<file path="src/rtl/cfu_bank_writer_if.sv">
// ---------------------------------------------------------------------------
// cfu_bank_writer_if
//   Bundles the CFU command/response handshake and the four bank write ports
//   of cfu_bank_writer.
//   master : CPU / memory side (drives commands, rsp_ready and bank grants)
//   slave  : the bank writer itself
//   Signals:
//     cmd_valid / cmd_ready           command handshake
//     cmd_payload_function_id [9:0]   [2:0] opcode, rest ignored
//     cmd_payload_inputs_0/1  [31:0]  data / bank select, address
//     rsp_valid / rsp_ready           response handshake
//     rsp_payload_outputs_0   [31:0]  response data
//     port_addr  [N] [13:0]           bank N write address
//     port_wen   [N]                  bank N write request
//     port_wdata [N] [31:0]           bank N write data
//     port_grant [N]                  bank N accepts the write this cycle
// ---------------------------------------------------------------------------
interface cfu_bank_writer_if;
    logic             cmd_valid;
    logic             cmd_ready;
    logic [9:0]       cmd_payload_function_id;
    logic [31:0]      cmd_payload_inputs_0;
    logic [31:0]      cmd_payload_inputs_1;
    logic             rsp_valid;
    logic             rsp_ready;
    logic [31:0]      rsp_payload_outputs_0;
    logic [3:0][13:0] port_addr;
    logic [3:0]       port_wen;
    logic [3:0][31:0] port_wdata;
    logic [3:0]       port_grant;

    modport master (
        output cmd_valid, cmd_payload_function_id, cmd_payload_inputs_0,
               cmd_payload_inputs_1, rsp_ready, port_grant,
        input  cmd_ready, rsp_valid, rsp_payload_outputs_0,
               port_addr, port_wen, port_wdata
    );

    modport slave (
        input  cmd_valid, cmd_payload_function_id, cmd_payload_inputs_0,
               cmd_payload_inputs_1, rsp_ready, port_grant,
        output cmd_ready, rsp_valid, rsp_payload_outputs_0,
               port_addr, port_wen, port_wdata
    );
endinterface

</file>
<file path="src/rtl/cfu_bank_writer.sv">
// ---------------------------------------------------------------------------
// cfu_bank_writer
//   CFU write path into four 14-bit-addressed, 32-bit data banks. Custom
//   instructions set a write pointer and push words into a small write FIFO;
//   the FIFO head is drained into the bank ports, each of which may stall the
//   write until its grant is seen.
//   Ports:
//     clk    clock, all state on rising edge
//     reset  asynchronous, active-low
//     bus    cfu_bank_writer_if.slave (command, response, bank ports)
// ---------------------------------------------------------------------------
module cfu_bank_writer #(
    parameter int FIFO_DEPTH = 4
) (
    input  logic clk,
    input  logic reset,
    cfu_bank_writer_if.slave bus
);
    localparam int AW = (FIFO_DEPTH > 1) ? $clog2(FIFO_DEPTH) : 1;

    localparam logic [2:0] OP_SET_PTR   = 3'd0;
    localparam logic [2:0] OP_WRITE     = 3'd1;
    localparam logic [2:0] OP_BCAST     = 3'd2;
    localparam logic [2:0] OP_GET_PTR   = 3'd3;
    localparam logic [2:0] OP_GET_COUNT = 3'd4;
    localparam logic [2:0] OP_SYNC      = 3'd5;

    typedef enum logic [1:0] {ST_IDLE, ST_RESP, ST_SYNC_WAIT} state_t;

    state_t        r_state, w_state_next;
    logic [31:0]   r_rsp_data, w_rsp_next;
    logic [1:0]    r_ptr_bank;
    logic [13:0]   r_ptr_addr;
    logic [31:0]   r_wr_count;
    logic [3:0]    r_done;

    logic [3:0]    r_fifo_mask [FIFO_DEPTH];
    logic [13:0]   r_fifo_addr [FIFO_DEPTH];
    logic [31:0]   r_fifo_data [FIFO_DEPTH];
    logic [AW-1:0] r_wr_idx, r_rd_idx;
    logic [AW:0]   r_count;

    logic [2:0]    w_op;
    logic          w_is_push, w_full, w_empty, w_cmd_ready, w_accept, w_push, w_pop;
    logic [3:0]    w_push_mask, w_head_mask, w_wen, w_fire;
    logic [13:0]   w_head_addr;
    logic [31:0]   w_head_data;
    logic [2:0]    w_fire_cnt;
    logic          w_unused_bits;

    assign w_op          = bus.cmd_payload_function_id[2:0];
    assign w_unused_bits = ^{bus.cmd_payload_function_id[9:3], bus.cmd_payload_inputs_1[31:14]};

    assign w_is_push = (w_op == OP_WRITE) || (w_op == OP_BCAST);
    assign w_full    = (r_count == (AW+1)'(FIFO_DEPTH));
    assign w_empty   = (r_count == '0);

    // Fullness is the registered state, so a push into a full FIFO waits even
    // if the head pops in the same cycle. Held low while reset is asserted so
    // every output reads 0 during reset.
    assign w_cmd_ready = reset && (r_state == ST_IDLE) && !(w_is_push && w_full);
    assign w_accept    = bus.cmd_valid && w_cmd_ready;
    assign w_push      = w_accept && w_is_push;
    assign w_push_mask = (w_op == OP_BCAST) ? 4'b1111 : (4'b0001 << r_ptr_bank);

    assign w_head_mask = r_fifo_mask[r_rd_idx];
    assign w_head_addr = r_fifo_addr[r_rd_idx];
    assign w_head_data = r_fifo_data[r_rd_idx];

    // A bank keeps requesting until it has been granted once for this head.
    generate
        for (genvar gi = 0; gi < 4; gi++) begin : g_bank
            assign w_wen[gi]  = !w_empty && w_head_mask[gi] && !r_done[gi];
            assign w_fire[gi] = w_wen[gi] && bus.port_grant[gi];
        end
    endgenerate

    // Pop once every bank in the mask is either already done or granted now.
    assign w_pop = !w_empty && ((w_head_mask & ~(r_done | w_fire)) == 4'b0000);

    always_comb begin
        w_fire_cnt = '0;
        for (int i = 0; i < 4; i++) begin
            w_fire_cnt = w_fire_cnt + {2'b00, w_fire[i]};
        end
    end

    assign bus.cmd_ready             = w_cmd_ready;
    assign bus.rsp_valid             = (r_state == ST_RESP);
    assign bus.rsp_payload_outputs_0 = r_rsp_data;
    assign bus.port_wen              = w_wen;
    assign bus.port_addr             = w_empty ? '0 : {4{w_head_addr}};
    assign bus.port_wdata            = w_empty ? '0 : {4{w_head_data}};

    always_comb begin
        w_state_next = r_state;
        w_rsp_next   = r_rsp_data;
        case (r_state)
            ST_IDLE: begin
                if (w_accept) begin
                    if (w_op == OP_SYNC) begin
                        w_state_next = ST_SYNC_WAIT;
                    end else begin
                        w_state_next = ST_RESP;
                        case (w_op)
                            OP_WRITE, OP_BCAST: w_rsp_next = {18'b0, r_ptr_addr};
                            OP_GET_PTR:         w_rsp_next = {16'b0, r_ptr_bank, r_ptr_addr};
                            OP_GET_COUNT:       w_rsp_next = r_wr_count;
                            default:            w_rsp_next = '0;
                        endcase
                    end
                end
            end
            ST_SYNC_WAIT: begin
                // Empty FIFO means every queued write has already been counted.
                if (w_empty) begin
                    w_state_next = ST_RESP;
                    w_rsp_next   = r_wr_count;
                end
            end
            ST_RESP: begin
                if (bus.rsp_ready) begin
                    w_state_next = ST_IDLE;
                end
            end
            default: w_state_next = ST_IDLE;
        endcase
    end

    always_ff @(posedge clk or negedge reset) begin
        if (!reset) begin
            r_state    <= ST_IDLE;
            r_rsp_data <= '0;
            r_ptr_bank <= '0;
            r_ptr_addr <= '0;
            r_wr_count <= '0;
            r_done     <= '0;
            r_wr_idx   <= '0;
            r_rd_idx   <= '0;
            r_count    <= '0;
        end else begin
            r_state    <= w_state_next;
            r_rsp_data <= w_rsp_next;
            r_wr_count <= r_wr_count + {29'b0, w_fire_cnt};
            r_done     <= w_pop ? 4'b0000 : (r_done | w_fire);

            if (w_accept && (w_op == OP_SET_PTR)) begin
                r_ptr_bank <= bus.cmd_payload_inputs_0[1:0];
                r_ptr_addr <= bus.cmd_payload_inputs_1[13:0];
            end else if (w_push) begin
                r_ptr_addr <= r_ptr_addr + 14'd1;
            end

            if (w_push) r_wr_idx <= r_wr_idx + 1'b1;
            if (w_pop)  r_rd_idx <= r_rd_idx + 1'b1;
            case ({w_push, w_pop})
                2'b10:   r_count <= r_count + 1'b1;
                2'b01:   r_count <= r_count - 1'b1;
                default: r_count <= r_count;
            endcase
        end
    end

    // Entry storage needs no reset: it is only visible through a valid head.
    always_ff @(posedge clk) begin
        if (w_push) begin
            r_fifo_mask[r_wr_idx] <= w_push_mask;
            r_fifo_addr[r_wr_idx] <= r_ptr_addr;
            r_fifo_data[r_wr_idx] <= bus.cmd_payload_inputs_0;
        end
    end
endmodule

</file>
<file path="src/flat_wrapper.sv">
// flat-port wrapper written by rule: the top's interface ports become plain ports
module cfu_bank_writer_flat 
#(
    parameter int FIFO_DEPTH = 4
)
  (clk, reset, bus_cmd_valid, bus_cmd_payload_function_id, bus_cmd_payload_inputs_0, bus_cmd_payload_inputs_1, bus_rsp_ready, bus_port_grant, bus_cmd_ready, bus_rsp_valid, bus_rsp_payload_outputs_0, bus_port_addr, bus_port_wen, bus_port_wdata);
  cfu_bank_writer_if bus_i ();
  input  logic clk;
  input  logic reset;
  input wire logic [$bits(bus_i.cmd_valid)-1:0] bus_cmd_valid;
  input wire logic [$bits(bus_i.cmd_payload_function_id)-1:0] bus_cmd_payload_function_id;
  input wire logic [$bits(bus_i.cmd_payload_inputs_0)-1:0] bus_cmd_payload_inputs_0;
  input wire logic [$bits(bus_i.cmd_payload_inputs_1)-1:0] bus_cmd_payload_inputs_1;
  input wire logic [$bits(bus_i.rsp_ready)-1:0] bus_rsp_ready;
  input wire logic [$bits(bus_i.port_grant)-1:0] bus_port_grant;
  output wire logic [$bits(bus_i.cmd_ready)-1:0] bus_cmd_ready;
  output wire logic [$bits(bus_i.rsp_valid)-1:0] bus_rsp_valid;
  output wire logic [$bits(bus_i.rsp_payload_outputs_0)-1:0] bus_rsp_payload_outputs_0;
  output wire logic [$bits(bus_i.port_addr)-1:0] bus_port_addr;
  output wire logic [$bits(bus_i.port_wen)-1:0] bus_port_wen;
  output wire logic [$bits(bus_i.port_wdata)-1:0] bus_port_wdata;
  assign bus_i.cmd_valid = bus_cmd_valid;
  assign bus_i.cmd_payload_function_id = bus_cmd_payload_function_id;
  assign bus_i.cmd_payload_inputs_0 = bus_cmd_payload_inputs_0;
  assign bus_i.cmd_payload_inputs_1 = bus_cmd_payload_inputs_1;
  assign bus_i.rsp_ready = bus_rsp_ready;
  assign bus_i.port_grant = bus_port_grant;
  assign bus_cmd_ready = bus_i.cmd_ready;
  assign bus_rsp_valid = bus_i.rsp_valid;
  assign bus_rsp_payload_outputs_0 = bus_i.rsp_payload_outputs_0;
  assign bus_port_addr = bus_i.port_addr;
  assign bus_port_wen = bus_i.port_wen;
  assign bus_port_wdata = bus_i.port_wdata;
  cfu_bank_writer #(.FIFO_DEPTH(FIFO_DEPTH)) u_core (.clk(clk), .reset(reset), .bus(bus_i));
endmodule
</file>
<file path="config.mk">
export PLATFORM = sky130hd
export DESIGN_NAME = cfu_bank_writer_flat
export DESIGN_NICKNAME = d
export VERILOG_FILES = /design/src/rtl/cfu_bank_writer_if.sv /design/src/rtl/cfu_bank_writer.sv /design/src/flat_wrapper.sv
export SDC_FILE = /design/constraint.sdc
export NUM_CORES = 1
export LEC_CHECK = 0
export ABC_AREA = 1
export BUFFER_PORTS_ARGS = -buffer_cell sky130_fd_sc_hd__buf_2
export CAP_MARGIN = 10
export CORE_MARGIN = 2
export CORE_UTILIZATION = 55
export CTS_CLUSTER_SIZE = 30
export DETAILED_ROUTE_END_ITERATION = 7
export PLACE_DENSITY = 0.77
export RECOVER_POWER = 100
export SLEW_MARGIN = 20
export SYNTH_ARGS = -nofsm -noshare
export SYNTH_HDL_FRONTEND = slang
export SYNTH_SLANG_ARGS = --single-unit
</file>
<file path="constraint.sdc">
create_clock -name clk -period 5.4 [get_ports clk]
set_clock_uncertainty 0.05 [all_clocks]
set_input_delay 0.27 -clock clk [delete_from_list [all_inputs] [get_ports clk]]
set_output_delay 0.27 -clock clk [all_outputs]
set_load 0.005 [all_outputs]
</file>
# ---- Word level (Yosys, flattened, before mapping)
# Memories as Yosys holds them, arrays and structs flattened.
# Index checks and enable logic that the tools add are counted.
dict set report word_totals {
  rom_bits 0
  input_bits 82
  register_bits 93
  mem_bits_rw 200
  output_inout_bits 222
  latchBits 0
  mem_count 3
  elab_cells 94
}
dict set report classes {
  addsub 9
  mul 0
  reduce_logical 36
  eq_ne 14
  n_mux 19
  bitwise_logic 3
  n_div 0
  n_shift 1
  order_cmp 0
}
# name words word_bits rd rd_clocked_by_memory_dff wr line
set memory_table {}
lappend memory_table {u_core.r_fifo_data 4 32 1 0 1 cfu_bank_writer.sv:39} ;# logic [31:0] r_fifo_data [FIFO_DEPTH];
lappend memory_table {u_core.r_fifo_addr 4 14 1 0 1 cfu_bank_writer.sv:38} ;# logic [13:0] r_fifo_addr [FIFO_DEPTH];
lappend memory_table {u_core.r_fifo_mask 4 4 1 0 1 cfu_bank_writer.sv:37} ;# logic [3:0] r_fifo_mask [FIFO_DEPTH];
# op n
set ops {}
lappend ops {{$mux W128} 1}
lappend ops {{$mux W32} 3}
lappend ops {{$pmux W32 S3} 1}
lappend ops {{$pmux W32 S2} 1}
lappend ops {{$mux W56} 1}
lappend ops {{$add A32 B3 Y32} 1}
lappend ops {{$mux W14} 2}
lappend ops {{$logic_and A1 B1 Y1} 19}
lappend ops {{$add A14 B1 Y14 const B} 1}
lappend ops {{$eq A3 B3 Y1 const B} 3}
lappend ops {{$mux W2} 4}
lappend ops {{$mux W4} 2}
lappend ops {{$add A3 B1 Y3} 2}
lappend ops {{$eq A3 B2 Y1 const B} 2}
lappend ops {{$logic_not A1 Y1} 6}
lappend ops {{$logic_not A3 Y1} 2}
lappend ops {{$pmux W2 S3} 1}
lappend ops {{$pmux W3 S2} 1}
lappend ops {{$reduce_bool A2 Y1} 3}
lappend ops {{$add A2 B1 Y2 const B} 2}
lappend ops {{$and A4 B4 Y4} 1}
lappend ops {{$eq A2 B1 Y1 const B} 2}
lappend ops {{$eq A2 B2 Y1 const B} 2}
lappend ops {{$logic_not A4 Y1} 1}
lappend ops {{other kinds (15)} 18}

# ---- Depth between registers and ports, before layout
dict set report depth {
  word_depth 12
  depth_mapped 23
  mapped_depth_nobuf 22
}

# ---- Least setup slack after synthesis
# OpenSTA, ideal clock, no wires.
dict set report synth_timing {
  path_kind {flip-flop to flip-flop}
  start {register u_core.r_state[1]}
  end {memory u_core.r_fifo_addr[0][0] (enable)}
  path_buffers 0
  period_less_slack_ns 3.762
  arrival_time_ns 3.254
  slack_ns 1.638
  path_stages_with_launch 8
  required_time_ns 4.892
  path_cell_list {dfrtp_1 nor2_1 nand2_1 nor2_4 nand2_2 inv_1 nand2_1 nor2_1}
}
dict set report synth_between {
  elab_chain_len 7
}
# item line
set synth_lines {}
lappend synth_lines {{from (decl)} cfu_bank_writer.sv:30} ;# state_t r_state, w_state_next;
lappend synth_lines {{from (signal assigned)} cfu_bank_writer.sv:142} ;# r_state <= w_state_next;
lappend synth_lines {{$logic_not A2 Y1} cfu_bank_writer.sv:61} ;# assign w_cmd_ready = reset && (r_state == ST_IDLE) && !(w_is_push && w_full);
lappend synth_lines {{$logic_and A1 B1 Y1 (2 in a row)} cfu_bank_writer.sv:61}
lappend synth_lines {{named net bus_cmd_ready} flat_wrapper.sv:16} ;# output wire logic [$bits(bus_i.cmd_ready)-1:0] bus_cmd_ready;
lappend synth_lines {{$logic_and A1 B1 Y1} cfu_bank_writer.sv:62} ;# assign w_accept = bus.cmd_valid && w_cmd_ready;
lappend synth_lines {{$logic_and A1 B1 Y1} cfu_bank_writer.sv:63} ;# assign w_push = w_accept && w_is_push;
lappend synth_lines {{$mux W1} cfu_bank_writer.sv:166} ;# if (w_push) begin
lappend synth_lines {{$mux W1 (not written as such)} cfu_bank_writer.sv:168} ;# r_fifo_addr[r_wr_idx] <= r_ptr_addr;
lappend synth_lines {{to (decl)} cfu_bank_writer.sv:38}
# The timed path passes the listed nets, and every way through them passes these cells.

# ---- Worst setup path in the final report
dict set report layout_timing {
  start {input port reset}
  end {memory u_core.r_fifo_data[1][11] (enable)}
}
dict set report layout_between {
  elab_chain_len 6
}
# item line
set layout_lines {}
lappend layout_lines {{from (decl)} flat_wrapper.sv:9} ;# input logic reset;
lappend layout_lines {{$logic_and A1 B1 Y1 (2 in a row)} cfu_bank_writer.sv:61}
lappend layout_lines {{$logic_and A1 B1 Y1} cfu_bank_writer.sv:62}
lappend layout_lines {{$logic_and A1 B1 Y1} cfu_bank_writer.sv:63}
lappend layout_lines {{$mux W1} cfu_bank_writer.sv:166}
lappend layout_lines {{$mux W1 (not written as such)} cfu_bank_writer.sv:169} ;# r_fifo_data[r_wr_idx] <= bus.cmd_payload_inputs_0;
lappend layout_lines {{to (decl)} cfu_bank_writer.sv:39}
# Every way passes these cells.

==> metrics.csv <==
metric;value;unit
finalSetupViolations;0;
wire_per_inst;16.9;um
overflow;0;
hold_viol;0;
clock_path_buffers;3;
drv_cap;5;
synthXorXnorAreaFrac;2.24;%
firstDrtPassIters;5;
antenna-diode-count;0;
drive_gt1_share;7.91;%
die_area;26900;um^2
ctsHtreeMaxLevel;1;
drc;0;
violations;max-capacitance violations, max-slew violations;
drtIter0Drc;885;
slew_headroom;-52.4;%
power;8330;uW
area_growth;12.6;%
worst_pin_slew;2.29;ns
cts_setup_buffers;0;
ys_types;36;
ios;304;
synth_nets;1510;
cpPeakStageDelay;1.13;ns
vdd_ir_drop_max;0.411;mV
cts_tree;yes;
syn_area;14100;um^2
status;finished with violations;
cts-root-buf;clkbuf_16;
dr_total_vias;10300;
synth_top_area_share;42.6;%
syn_area_per_cell;9.96;um^2
fin_nets;1691;
powerDensity;525;nW/um^2
worst-path-max-fanout;28;
synth_seq_cells;293;
synth_compound_area_share;8.25;%
p_leak;0.00643;uW
grt_pass1_vias;9933;
synth_cells;1414;
grtUsageTotal;24.3;%
max_clock_freq;0.221;GHz
worstPathRequired;5.54;ns
ys_seq_area_share;59.2;%
critPathKind;in -> reg;
startpoint_type;primary input;
arrival;4.66;ns
synth_mux_area_share;0.498;%
grt_pass1_wl;51000;um
fillers;2124;
synth-simple-area-share;15.9;%
insertion_delay;0.55;ns
cts_sinks;293;
coreArea;25200;um^2
synth_edf_count;200;
clk_pin_slew;0.06;ns
portBuffers;278;
cp_common_cell;nand2_1;
grt_max_degree;93;
synth_top_family_by_area;simple AND/OR/NAND/NOR gates;
yosys.area.top_type;edfxtp_1;
async_flop_share;31.7;%
tns;0;ns
grt_antenna_before_repair;1;
critPathBufInv;4;
place_congestion;0.913;
die_x;164;um
ant_nets;0;
yosys-top-cells-area;edfxtp_1 43%, dfrtp_1 17%, buf_4 7.5%;
hpwlAfterDp;21300;um
maxSlewViolCount;273;
synthAdderAreaFrac;1.40;%
crit_family;buffers and inverters;
numCtsBuffers;30;
crit_chain;dlygate4sd3_1, clkbuf_1, nand2_1, nor2_1, nand2_1, inv_1, nand2_1, nor2_2, clkbuf_2;
min_path_type;in -> reg;
die_y;164;um
viasPerCell;5.31;
synth_flop_cell;edfxtp_1;
rsz0062_at_grt;false;
fin_crit_sh;83.9;%
crit_path_end_kind;flip-flop;
start_util;55.9;%
yosysWarnings;0;
row_count;58;
wl;33000;um
fin_crit;4.53;ns
crit_path_top_delay_cell;clkbuf_1;
-- cell usage after synthesis (13+ instances only) --
cell	instances
or2_2	13
buf_4	140
nor3_1	24
nand3_1	61
o21ai_0	120
nor2_1	237
nand2_1	175
nand4_1	17
clkbuf_1	22
edfxtp_1	200
o21ai_1	15
a21oi_1	61
inv_1	114
dfrtp_1	93
xor2_1	32
-- repair_timing --
action                    in CTS  in global routing
hold endpoints to repair     169                  0
hold buffers                  46                  0
gates resized for setup        0                  0
-- worst register-to-register path: cells and delay by family, from the launching register on --
family / cells / cell delay [ns]
AOI/OAI and AO/OA: 1 / 0.37
buffers and inverters: 7 / 0.66
xor gates and xnor gates: 1 / 0.17
DFF: 1 / 0.56
adders and majority gates: 4 / 1.17
and+or+nand+nor: 9 / 1.40
-- area by class of cell --
cell class / count / area [um^2] / share of cell area (%)
multi-input combinational: 812 / 3960 / 25.0
timing repair buffer: 341 / 1660 / 10.4
clock buffer: 33 / 783 / 4.94
clock inverter: 22 / 272 / 1.71
sequential: 293 / 8330 / 52.6
inverter: 117 / 439 / 2.77
tap: 330 / 413 / 2.60
-- where the power goes --
group	leakage, uW	switching, uW	internal, uW
Sequential	0.00296	212	2670
Clock	0.000500	863	1330
Combinational	0.00296	2150	1100
Total	0.00643	3230	5100
-- per-stage QoR --
| step | std cells | setup slack [ns] | cell area [um^2] | hold WS [ns] | utilization (%) |
|---|---|---|---|---|---|
| after floorplan | 1414 | 1.64 | 14100 | -0.0756 | - |
| after global placement | 1847 | 1.06 | 14700 | 0.159 | 58.5 |
| after detailed placement | 1847 | 1.03 | 14700 | 0.165 | 58.5 |
| after CTS | 1948 | 1.01 | 16200 | 0.00859 | 64.5 |
| after global routing | 1948 | 0.353 | 15900 | 0.0219 | 63.0 |
| final | 1948 | 0.871 | 15900 | 0.0340 | 63.0 |
-- cell families after synthesis --
logic type,count (synthesis)
buf+inv,309
flops,293
fa+ha+maj,14
xor+xnor,36
simple gates,535
compound gates,220
mux,7
-- final timing paths --
path                       cells past startpoint  slack [ns]                           startpoint                                    to
max in group asynchronous                      3        2.21                                reset                    u_core.r_rd_idx[1]
min in group asynchronous                      2        0.59                                reset  u_core.bus.rsp_payload_outputs_0[22]
max                                            9        0.87                                reset             u_core.r_fifo_data[1][11]
min                                            5        0.03                    bus_port_grant[1]                      u_core.r_done[1]
max reg2reg                                   22        0.89                   u_core.r_rd_idx[0]                 u_core.r_wr_count[18]
min reg2reg                                    2        0.44  u_core.bus.rsp_payload_outputs_0[4]   u_core.bus.rsp_payload_outputs_0[4]
-- per-layer routing --
metal  wire length, um  track usage, %
met5                13               0
met2             16500            43.4
met4              1020            8.77
met1             13100            30.1
met3              2390            3.79
-- layout by cell type, fill, tap and decap left out, drive strengths merged, types with 5 or more instances in the layout --
cell type / instances
ha: 11
xor2: 32
clkinvlp: 5
inv: 118
nor3: 26
dlygate4sd3: 46
nand2: 177
or2: 13
nand4: 17
o211ai: 8
clkinv: 10
nor2: 239
bufinv: 6
clkbuf: 284
dfrtp: 93
nand3: 62
edfxtp: 200
buf: 44
o22ai: 6
o21ai: 143
mux2i: 7
a21oi: 61
-- sequential cells by signal, summed over array words and instances (netlist names) --
name                              flops
u_core.bus.rsp_payload_outputs_0     32
u_core.r_count                        3
u_core.r_done                         4
u_core.r_fifo_addr                   56
u_core.r_fifo_data                  128
u_core.r_fifo_mask                   16
u_core.r_ptr_addr                    14
u_core.r_ptr_bank                     2
u_core.r_rd_idx                       2
u_core.r_state                        2
u_core.r_wr_count                    32
u_core.r_wr_idx                       2
Note: power is estimated with default switching activity, not from simulation.
